==> src/rtl/fetch_pkg.sv <==
// Shared pipeline definitions: NOP/HALT encodings, the IF/ID record with its
// bubble value, and the fetch state encoding.
package pipe_defs;

  localparam logic [15:0] NOP_INSTR = 16'h0800;
  localparam logic [4:0]  OP_HALT   = 5'b00000;

  typedef struct packed {
    logic [15:0] instr;
    logic [15:0] pc_inc;
    logic        valid;
  } ifid_t;

  localparam ifid_t BUBBLE = '{instr: NOP_INSTR, pc_inc: 16'h0000, valid: 1'b0};

  typedef enum logic [1:0] {
    FETCH = 2'd0,
    HOLD  = 2'd1,
    HALT  = 2'd2
  } fetch_state_t;

  function automatic logic is_halt(input logic [15:0] word);
    return word[15:11] == OP_HALT;
  endfunction

endpackage

==> src/rtl/fetch_if.sv <==
// Instruction-memory request/response bus between the fetch stage (master)
// and the instruction cache (slave).
interface fetch_if;

  logic [15:0] imem_addr;
  logic        imem_rd;
  logic [15:0] imem_data;
  logic        imem_done;
  logic        imem_err;

  modport master (
    output imem_addr,
    output imem_rd,
    input  imem_data,
    input  imem_done,
    input  imem_err
  );

  modport slave (
    input  imem_addr,
    input  imem_rd,
    output imem_data,
    output imem_done,
    output imem_err
  );

endinterface

==> src/rtl/rca_16b.sv <==
// 16-bit ripple-carry adder; the final carry is not exported since the PC
// incrementer wraps modulo 2^16.
module rca_16b (
  input  logic [15:0] a,
  input  logic [15:0] b,
  input  logic        c_in,
  output logic [15:0] sum
);

  logic [15:0] carry;

  assign carry[0] = c_in;

  for (genvar i = 0; i < 16; i++) begin : g_bit
    assign sum[i] = a[i] ^ b[i] ^ carry[i];
    if (i < 15) begin : g_carry
      assign carry[i+1] = (a[i] & b[i]) | (carry[i] & (a[i] ^ b[i]));
    end
  end

endmodule

==> src/rtl/fetch.sv <==
// Instruction-fetch stage with one-entry skid buffer and the IF/ID register.
//
//   state | meaning
//   FETCH | request outstanding at pc; imem_rd=1, address held until done
//   HOLD  | response captured in skid while decode stalls; no request
//   HALT  | HALT instruction fetched; idle until a redirect
module fetch
  import pipe_defs::*;
(
  input  logic        clk,
  input  logic        rst,
  input  logic        stall_hazard,
  input  logic        redirect,
  input  logic [15:0] redirect_pc,
  fetch_if.master     imem,
  output logic [15:0] instruct,
  output logic [15:0] pc_inc,
  output logic        valid,
  output logic        err
);

  fetch_state_t state, state_n;
  logic [15:0]  pc, pc_n;
  logic [15:0]  tgt, tgt_n;
  logic         squash, squash_n;
  logic [15:0]  skid_instr, skid_instr_n;
  logic [15:0]  skid_pcinc, skid_pcinc_n;
  ifid_t        ifid, ifid_n;
  logic         err_n;
  logic         rd;
  logic [15:0]  pc_plus2;

  rca_16b u_pc_inc (
    .a    (pc),
    .b    (16'd2),
    .c_in (1'b0),
    .sum  (pc_plus2)
  );

  always_ff @(posedge clk or posedge rst) begin
    if (rst) begin
      state      <= FETCH;
      pc         <= 16'h0000;
      tgt        <= 16'h0000;
      squash     <= 1'b0;
      skid_instr <= NOP_INSTR;
      skid_pcinc <= 16'h0000;
      ifid       <= BUBBLE;
      err        <= 1'b0;
    end else begin
      state      <= state_n;
      pc         <= pc_n;
      tgt        <= tgt_n;
      squash     <= squash_n;
      skid_instr <= skid_instr_n;
      skid_pcinc <= skid_pcinc_n;
      ifid       <= ifid_n;
      err        <= err_n;
    end
  end

  always_comb begin
    state_n      = state;
    pc_n         = pc;
    tgt_n        = tgt;
    squash_n     = squash;
    skid_instr_n = skid_instr;
    skid_pcinc_n = skid_pcinc;
    ifid_n       = ifid;
    rd           = 1'b0;

    case (state)
      FETCH: begin
        rd = 1'b1;
        if (imem.imem_done && (redirect || squash)) begin
          // wrong-path data: drop it and restart at the newest target
          pc_n     = redirect ? redirect_pc : tgt;
          squash_n = 1'b0;
          if (redirect || !stall_hazard) ifid_n = BUBBLE;
        end else if (imem.imem_done && !stall_hazard) begin
          ifid_n = '{instr: imem.imem_data, pc_inc: pc_plus2, valid: 1'b1};
          pc_n   = pc_plus2;
          if (is_halt(imem.imem_data)) state_n = HALT;
        end else if (imem.imem_done) begin
          skid_instr_n = imem.imem_data;
          skid_pcinc_n = pc_plus2;
          pc_n         = pc_plus2;
          state_n      = HOLD;
        end else if (redirect) begin
          // the in-flight access cannot be aborted, so remember the target
          squash_n = 1'b1;
          tgt_n    = redirect_pc;
          ifid_n   = BUBBLE;
        end else if (!stall_hazard) begin
          ifid_n = BUBBLE;
        end
      end

      HOLD: begin
        if (redirect) begin
          pc_n    = redirect_pc;
          ifid_n  = BUBBLE;
          state_n = FETCH;
        end else if (!stall_hazard) begin
          ifid_n  = '{instr: skid_instr, pc_inc: skid_pcinc, valid: 1'b1};
          state_n = is_halt(skid_instr) ? HALT : FETCH;
        end
      end

      HALT: begin
        if (redirect) begin
          pc_n    = redirect_pc;
          ifid_n  = BUBBLE;
          state_n = FETCH;
        end else if (!stall_hazard) begin
          ifid_n = BUBBLE;
        end
      end

      default: begin
        state_n = FETCH;
      end
    endcase
  end

  assign err_n = err | (rd & (pc[0] | imem.imem_err));

  assign imem.imem_addr = pc;
  assign imem.imem_rd   = rd;
  assign instruct       = ifid.instr;
  assign pc_inc         = ifid.pc_inc;
  assign valid          = ifid.valid;

endmodule
==> src/flat_wrapper.sv <==
// flat-port wrapper written by rule: the top's interface ports become plain ports
module fetch_flat import pipe_defs::*;
  (clk, rst, stall_hazard, redirect, redirect_pc, instruct, pc_inc, valid, err, imem_imem_addr, imem_imem_rd, imem_imem_data, imem_imem_done, imem_imem_err);
  fetch_if imem_i ();
  input  logic clk;
  input  logic rst;
  input  logic stall_hazard;
  input  logic redirect;
  input  logic [15:0] redirect_pc;
  output logic [15:0] instruct;
  output logic [15:0] pc_inc;
  output logic valid;
  output logic err;
  output wire logic [$bits(imem_i.imem_addr)-1:0] imem_imem_addr;
  output wire logic [$bits(imem_i.imem_rd)-1:0] imem_imem_rd;
  input wire logic [$bits(imem_i.imem_data)-1:0] imem_imem_data;
  input wire logic [$bits(imem_i.imem_done)-1:0] imem_imem_done;
  input wire logic [$bits(imem_i.imem_err)-1:0] imem_imem_err;
  assign imem_imem_addr = imem_i.imem_addr;
  assign imem_imem_rd = imem_i.imem_rd;
  assign imem_i.imem_data = imem_imem_data;
  assign imem_i.imem_done = imem_imem_done;
  assign imem_i.imem_err = imem_imem_err;
  fetch u_core (.clk(clk), .rst(rst), .stall_hazard(stall_hazard), .redirect(redirect), .redirect_pc(redirect_pc), .imem(imem_i), .instruct(instruct), .pc_inc(pc_inc), .valid(valid), .err(err));
endmodule
==> config.mk <==
export PLATFORM = sky130hd
export DESIGN_NAME = fetch_flat
export DESIGN_NICKNAME = d
export VERILOG_FILES = /design/src/rtl/fetch_pkg.sv /design/src/rtl/fetch_if.sv /design/src/rtl/rca_16b.sv /design/src/rtl/fetch.sv /design/src/flat_wrapper.sv
export SDC_FILE = /design/constraint.sdc
export NUM_CORES = 1
export LEC_CHECK = 0
export ABC_AREA = 1
export BUFFER_PORTS_ARGS = -buffer_cell sky130_fd_sc_hd__buf_2
export CORE_ASPECT_RATIO = 0.75
export CORE_MARGIN = 2
export CORE_UTILIZATION = 35
export CTS_CLUSTER_DIAMETER = 120
export DETAILED_ROUTE_END_ITERATION = 12
export SETUP_SLACK_MARGIN = 0.1
export SLEW_MARGIN = 5
export SYNTH_ARGS = -nofsm -noshare
export SYNTH_HDL_FRONTEND = slang
export SYNTH_SLANG_ARGS = --single-unit
==> constraint.sdc <==
create_clock -name clk -period 8.04 [get_ports clk]
set_input_delay 0.804 -clock clk [delete_from_list [all_inputs] [get_ports clk]]
set_output_delay 0.804 -clock clk [all_outputs]
set_load 0.1 [all_outputs]
==> impl_metrics.csv, run 1 <==
group,metric,value,unit
logic_synthesis,yosysTopAreaCell,"dfrtp_1",
die,ios,89,
critical_path,worst_ep_required_time,8290,ps
logic_synthesis,avgSynthCellArea,6.671,um^2
die,initial_core_util,0.3603,
clock_tree,htree_num_levels,3,
timing,final.period_utilization,0.4794,
layout,area_delta_synth_final,13.38,%
timing,slew_headroom,0.3128,
route,ant_nets,0,
route,vias_per_cell,4.716,
clock_tree,postCtsHoldBufs,0,
critical_path,crit_path_max_fanout,64,
die,die_w,156.7,um
timing,maxSlewViolCount,0,
grt,grtUsageTotal,0.1874,
grt,grt_pass1_wl,27.72,mm
logic_synthesis,syn_area,6117,um^2
grt,grt_pass1_vias,5387,
placement,gp_congestion,0.7695,
grt,grt_max_degree,68,
logic_synthesis,synth_cell_types,28,
logic_synthesis,ys_seq_area_frac,0.4136,
timing,finalWorstSetupSlack,4185,ps
grt,grt-ovfl-total,0,
layout,final_cell_mix,"400 x nand2_1, 115 x nor2_1, 99 x dfrtp_1",
clock_tree,cts_resized,0,
critical_path,end_kind,"flip-flop",
logic_synthesis,ys_seq_elements,101,
placement,dp_hpwl,10.72,mm
logic_synthesis,synth_area_leaders,"dfrtp_1 40%, nand2_1 25%, nor2_1 7.1%",
placement,portBuffers,88,
layout,layout_commonest_cell,"nand2_1",
timing,period_needed,3855,ps
layout,drive_gt1_frac,0.1246,
clock_tree,root_buffer,"clkbuf_16",
critical_path,worst_setup_path_start_kind,"input port",
placement,place_area,6605,um^2
route,drc,0,
worst_hold_path,hold_class,"in2async",
die,core-area,16980,um^2
flow_run,cap_viol_max_count,0,
timing,setup_violations,0,
clock_tree,clk-insertion-delay-late,360,ps
clock_tree,cts_buffers,9,
layout,insertedDiodeCount,0,
route,first_pass_iters,5,
route,wl_per_cell,13.63,um
die,dieArea,18560,um^2
logic_synthesis,synthCells,917,
grt,antenna_found_initial,0,
clock_tree,postCtsSetupRepairBufs,0,
timing,rsz0062_at_grt,"no",
logic_synthesis,synth_top_area_share,0.4050,
run_status,status,"completed",
timing,finalHoldViolCount,0,
logic_synthesis,yosys_warnings,0,
route,drtIter0Drc,348,
die,core.rowCount,41,
placement,pre_cts_slack,3775,ps
logic_synthesis,syn-num-nets,972,
die,die_h,118.5,um
clock_tree,clockBufferDepth,2,
clock_tree,cts_tree,"built",
route,vias,5692,
timing,worst_clock_skew,12.63,ps
clock_tree,path_clk_slew,70,ps
layout,layout.nets,1021,
critical_path,crit_type,"in2reg",
critical_path,arrival,4100,ps
timing,timing.setup.tns,0,ps
layout,n_fill_cell,1800,
critical_path,reg2regPathDepth,20,
timing,tightest_slew,1024,ps
route,drt-total-wl,16.45,mm
timing,fmax,259.4,MHz
layout,design_area,6935,um^2
clock_tree,clock-sinks,101,
-- final cells by class --
type | instances | area (um^2) | share of cell area
clock buffers | 9 | 225.2 | 0.03247
clock inverters | 7 | 105.1 | 0.01515
inverters | 68 | 257.7 | 0.03716
multi-input cells | 695 | 3059 | 0.4411
flip-flops and latches | 101 | 2530 | 0.3648
well taps | 236 | 295.3 | 0.04258
repair buffers | 91 | 462.9 | 0.06675
-- synthesized netlist by cell type --
cell      count
nor2_2        2
nand3_1      67
buf_6         4
inv_1        65
nor2_8        1
inv_2         2
dfstp_2       2
buf_1         3
ha_1         17
o21ai_1       1
nand3_4       1
a21oi_1       2
buf_4         4
nand2_2       2
o211ai_1     14
clkbuf_1     15
o21bai_1      2
nand2_1     400
nor2_1      115
nor2_4        2
dfrtp_1      99
nand3_2       1
clkinv_1      1
nor3_1        3
and2_1        1
nand4_1       1
buf_2        27
o21ai_0      63
-- cells by family (layout without fill, tap and decap cells) --
group | after synthesis | after routing | synth area share
buf+inv | 121 | 175 | 0.08713
simple gates | 596 | 596 | 0.3909
flops | 101 | 101 | 0.4136
compound gates | 82 | 82 | 0.07363
fa+ha+maj | 17 | 17 | 0.03477
-- flip-flops by register name, indices dropped and copies added (netlist names) --
signal,cells
u_core.imem.imem_addr,16
u_core.instruct,16
u_core.pc_inc,16
u_core.skid_instr,16
u_core.skid_pcinc,16
u_core.tgt,16
u_core.state,2
u_core.err,1
u_core.squash,1
u_core.valid,1
-- final timing paths --
path	start	to	slack (ps)
worst max-delay path	stall_hazard	u_core.pc_inc[2]$_DFFE_PP0P_	4190
worst min-delay path	rst	u_core.skid_instr[15]$_DFFE_PP0P_	460
worst max register to register	u_core.imem.imem_addr[1]$_DFFE_PP0P_	u_core.imem.imem_addr[15]$_DFFE_PP0P_	4480
worst min register to register	u_core.err$_DFF_PP0_	u_core.err$_DFF_PP0_	480
max in group asynchronous	rst	u_core.pc_inc[6]$_DFFE_PP0P_	6300
min in group clk	u_core.err$_DFF_PP0_	u_core.err$_DFF_PP0_	480
-- critical path: stages --
cell and delay [ps]:
buf_2 520, inv_1 170, nand2_2 520, nand3_4 630, nand3_2 750, inv_2 450, nand2_1 160, nand2_1 70
-- through the flow --
stage	util	instances	hold WS (ps)
floorplan	-	917	449.2
global placement	0.3890	1191	454.6
detailed placement	0.3890	1191	457.2
CTS	0.4084	1207	475.4
global route	0.4084	1207	500.1
finish	0.4084	1207	462.4
-- routing by layer --
layer	share of wire	track usage	wire length (um)
met3	0.051	0.04034	840
met1	0.51	0.2640	8345
met5	0	0	0
met2	0.43	0.2949	7111
met4	0.0093	0.04186	153
Power of run 1 is not shown: default switching activity piles up to over one toggle a cycle in this logic, so the estimate is an artifact.
==> inputs of run 2 (changes only) <==
- clock period: 8.04 -> 3.9 ns (I/O delays scaled with it)
==> run 2 against run 1 <==
Worst hold slack lost 290 ps. Setup slack lost 3700 ps. Routed wire length rose by 2.7%. Flip-flop and latch count unchanged. Clock skew is 7.0 ps lower. Count of clock-buffer cells in the layout grew 1. Highest routed layer unchanged.
==> impl_metrics.csv, run 2 (synthesized netlist as in run 1, its figures left out) <==
group,metric,value,unit
run_status,status,"completed",
timing,setup_violations,0,
clock_tree,cts_tree,"built",
die,die_w,156.7,um
timing,tightest_slew,855.8,ps
clock_tree,root_buffer,"clkbuf_16",
critical_path,end_kind,"flip-flop",
clock_tree,clk-insertion-delay-late,360,ps
timing,maxSlewViolCount,0,
placement,portBuffers,88,
timing,rsz0062_at_grt,"no",
die,initial_core_util,0.3603,
layout,n_fill_cell,1820,
route,wl_per_cell,13.90,um
grt,grt_pass1_wl,28.35,mm
grt,grt-ovfl-total,0,
critical_path,worst_setup_path_start_kind,"flip-flop",
critical_path,worstReg2RegStart,"u_core.imem.imem_addr[1]$_DFFE_PP0P_",
critical_path,arrival,3690,ps
layout,drive_gt1_frac,0.1316,
clock_tree,htree_num_levels,3,
die,core.rowCount,41,
grt,antenna_found_initial,0,
layout,insertedDiodeCount,0,
die,ios,89,
route,vias,5737,
die,die_h,118.5,um
die,dieArea,18560,um^2
route,first_pass_iters,7,
timing,period_needed,3438,ps
worst_hold_path,hold_class,"in2async",
clock_tree,cts_buffers,9,
timing,final.period_utilization,0.8815,
critical_path,setup.worst_path.start,"u_core.imem.imem_addr[1]$_DFFE_PP0P_",
route,drc,0,
timing,fmax,290.9,MHz
layout,layout_commonest_cell,"nand2_1",
grt,grtUsageTotal,0.1926,
clock_tree,postCtsSetupRepairBufs,0,
clock_tree,clockBufferDepth,2,
clock_tree,postCtsHoldBufs,0,
route,drtIter0Drc,369,
timing,worst_clock_skew,5.662,ps
layout,final_cell_mix,"400 x nand2_1, 115 x nor2_1, 99 x dfrtp_1",
placement,gp_congestion,0.8123,
timing,finalHoldViolCount,0,
critical_path,crit_type,"reg2reg",
placement,dp_hpwl,11.27,mm
layout,layout.nets,1031,
timing,slew_headroom,0.4281,
timing,timing.setup.tns,0,ps
grt,grt_pass1_vias,5468,
critical_path,worst_ep_required_time,4150,ps
clock_tree,path_clk_slew,60,ps
route,vias_per_cell,4.718,
clock_tree,cts_resized,0,
die,core-area,16980,um^2
route,ant_nets,0,
flow_run,cap_viol_max_count,0,
grt,grt_max_degree,64,
route,drt-total-wl,16.90,mm
clock_tree,clock-sinks,101,
layout,area_delta_synth_final,14.58,%
layout,finish.utilization,0.4128,
critical_path,crit_path_max_fanout,6,
==> run 2: final cells by class <==
cell class / instances / area (um^2) / share of cell area
multi-input cells: 695 / 3059 / 0.4365
flip-flops and latches: 101 / 2530 / 0.3609
repair buffers: 101 / 538.0 / 0.07676
well taps: 236 / 295.3 / 0.04213
inverters: 68 / 257.7 / 0.03677
clock buffers: 10 / 229.0 / 0.03267
clock inverters: 5 / 100.1 / 0.01428
==> run 2: final timing paths <==
| path | end | slack (ps) | cells after the start |
|---|---|---|---|
| min | u_core.err$_DFF_PP0_ | 170 | 2 |
| max | u_core.imem.imem_addr[15]$_DFFE_PP0P_ | 460 | 20 |
| max reg2reg | u_core.imem.imem_addr[15]$_DFFE_PP0P_ | 460 | 20 |
| max in group asynchronous | u_core.tgt[3]$_DFFE_PP0P_ | 2890 | 3 |
| min in group clk | u_core.err$_DFF_PP0_ | 280 | 3 |
| min reg2reg | u_core.err$_DFF_PP0_ | 470 | 1 |
==> run 2: worst max-delay path: stages (launching register included) <==
cell,delay (ps)
dfrtp_1,430
ha_1,230
ha_1,200
ha_1,190
ha_1,180
ha_1,180
ha_1,180
ha_1,180
ha_1,180
ha_1,180
ha_1,180
ha_1,190
ha_1,190
ha_1,190
inv_1,50
nand2_1,50
and2_1,140
nand2_1,50
nand3_1,60
nand2_1,70
nand2_1,40
==> run 2: through the flow <==
stage | hold WS (ps) | cell area, um^2 | setup WS (ps) | std cells
global route | 236.5 | 7009 | 208.7 | 1216
finish | 169.4 | 7009 | 462.2 | 1216
CTS | 196.9 | 7009 | 432.0 | 1216
global placement | 462.5 | 6680 | 491.3 | 1201
detailed placement | 460.6 | 6680 | 442.3 | 1201
floorplan | 449.2 | 6117 | 104.6 | 917
==> run 2: layer usage <==
layer	vias to the layer above	GRT usage	part of all wire
met3	12	0.03887	0.053
met5	-	0	0
met2	131	0.3015	0.45
met4	0	0.03784	0.0086
met1	2638	0.2760	0.49
li1	2956	-	-
Power of run 2 is left out for the same reason.
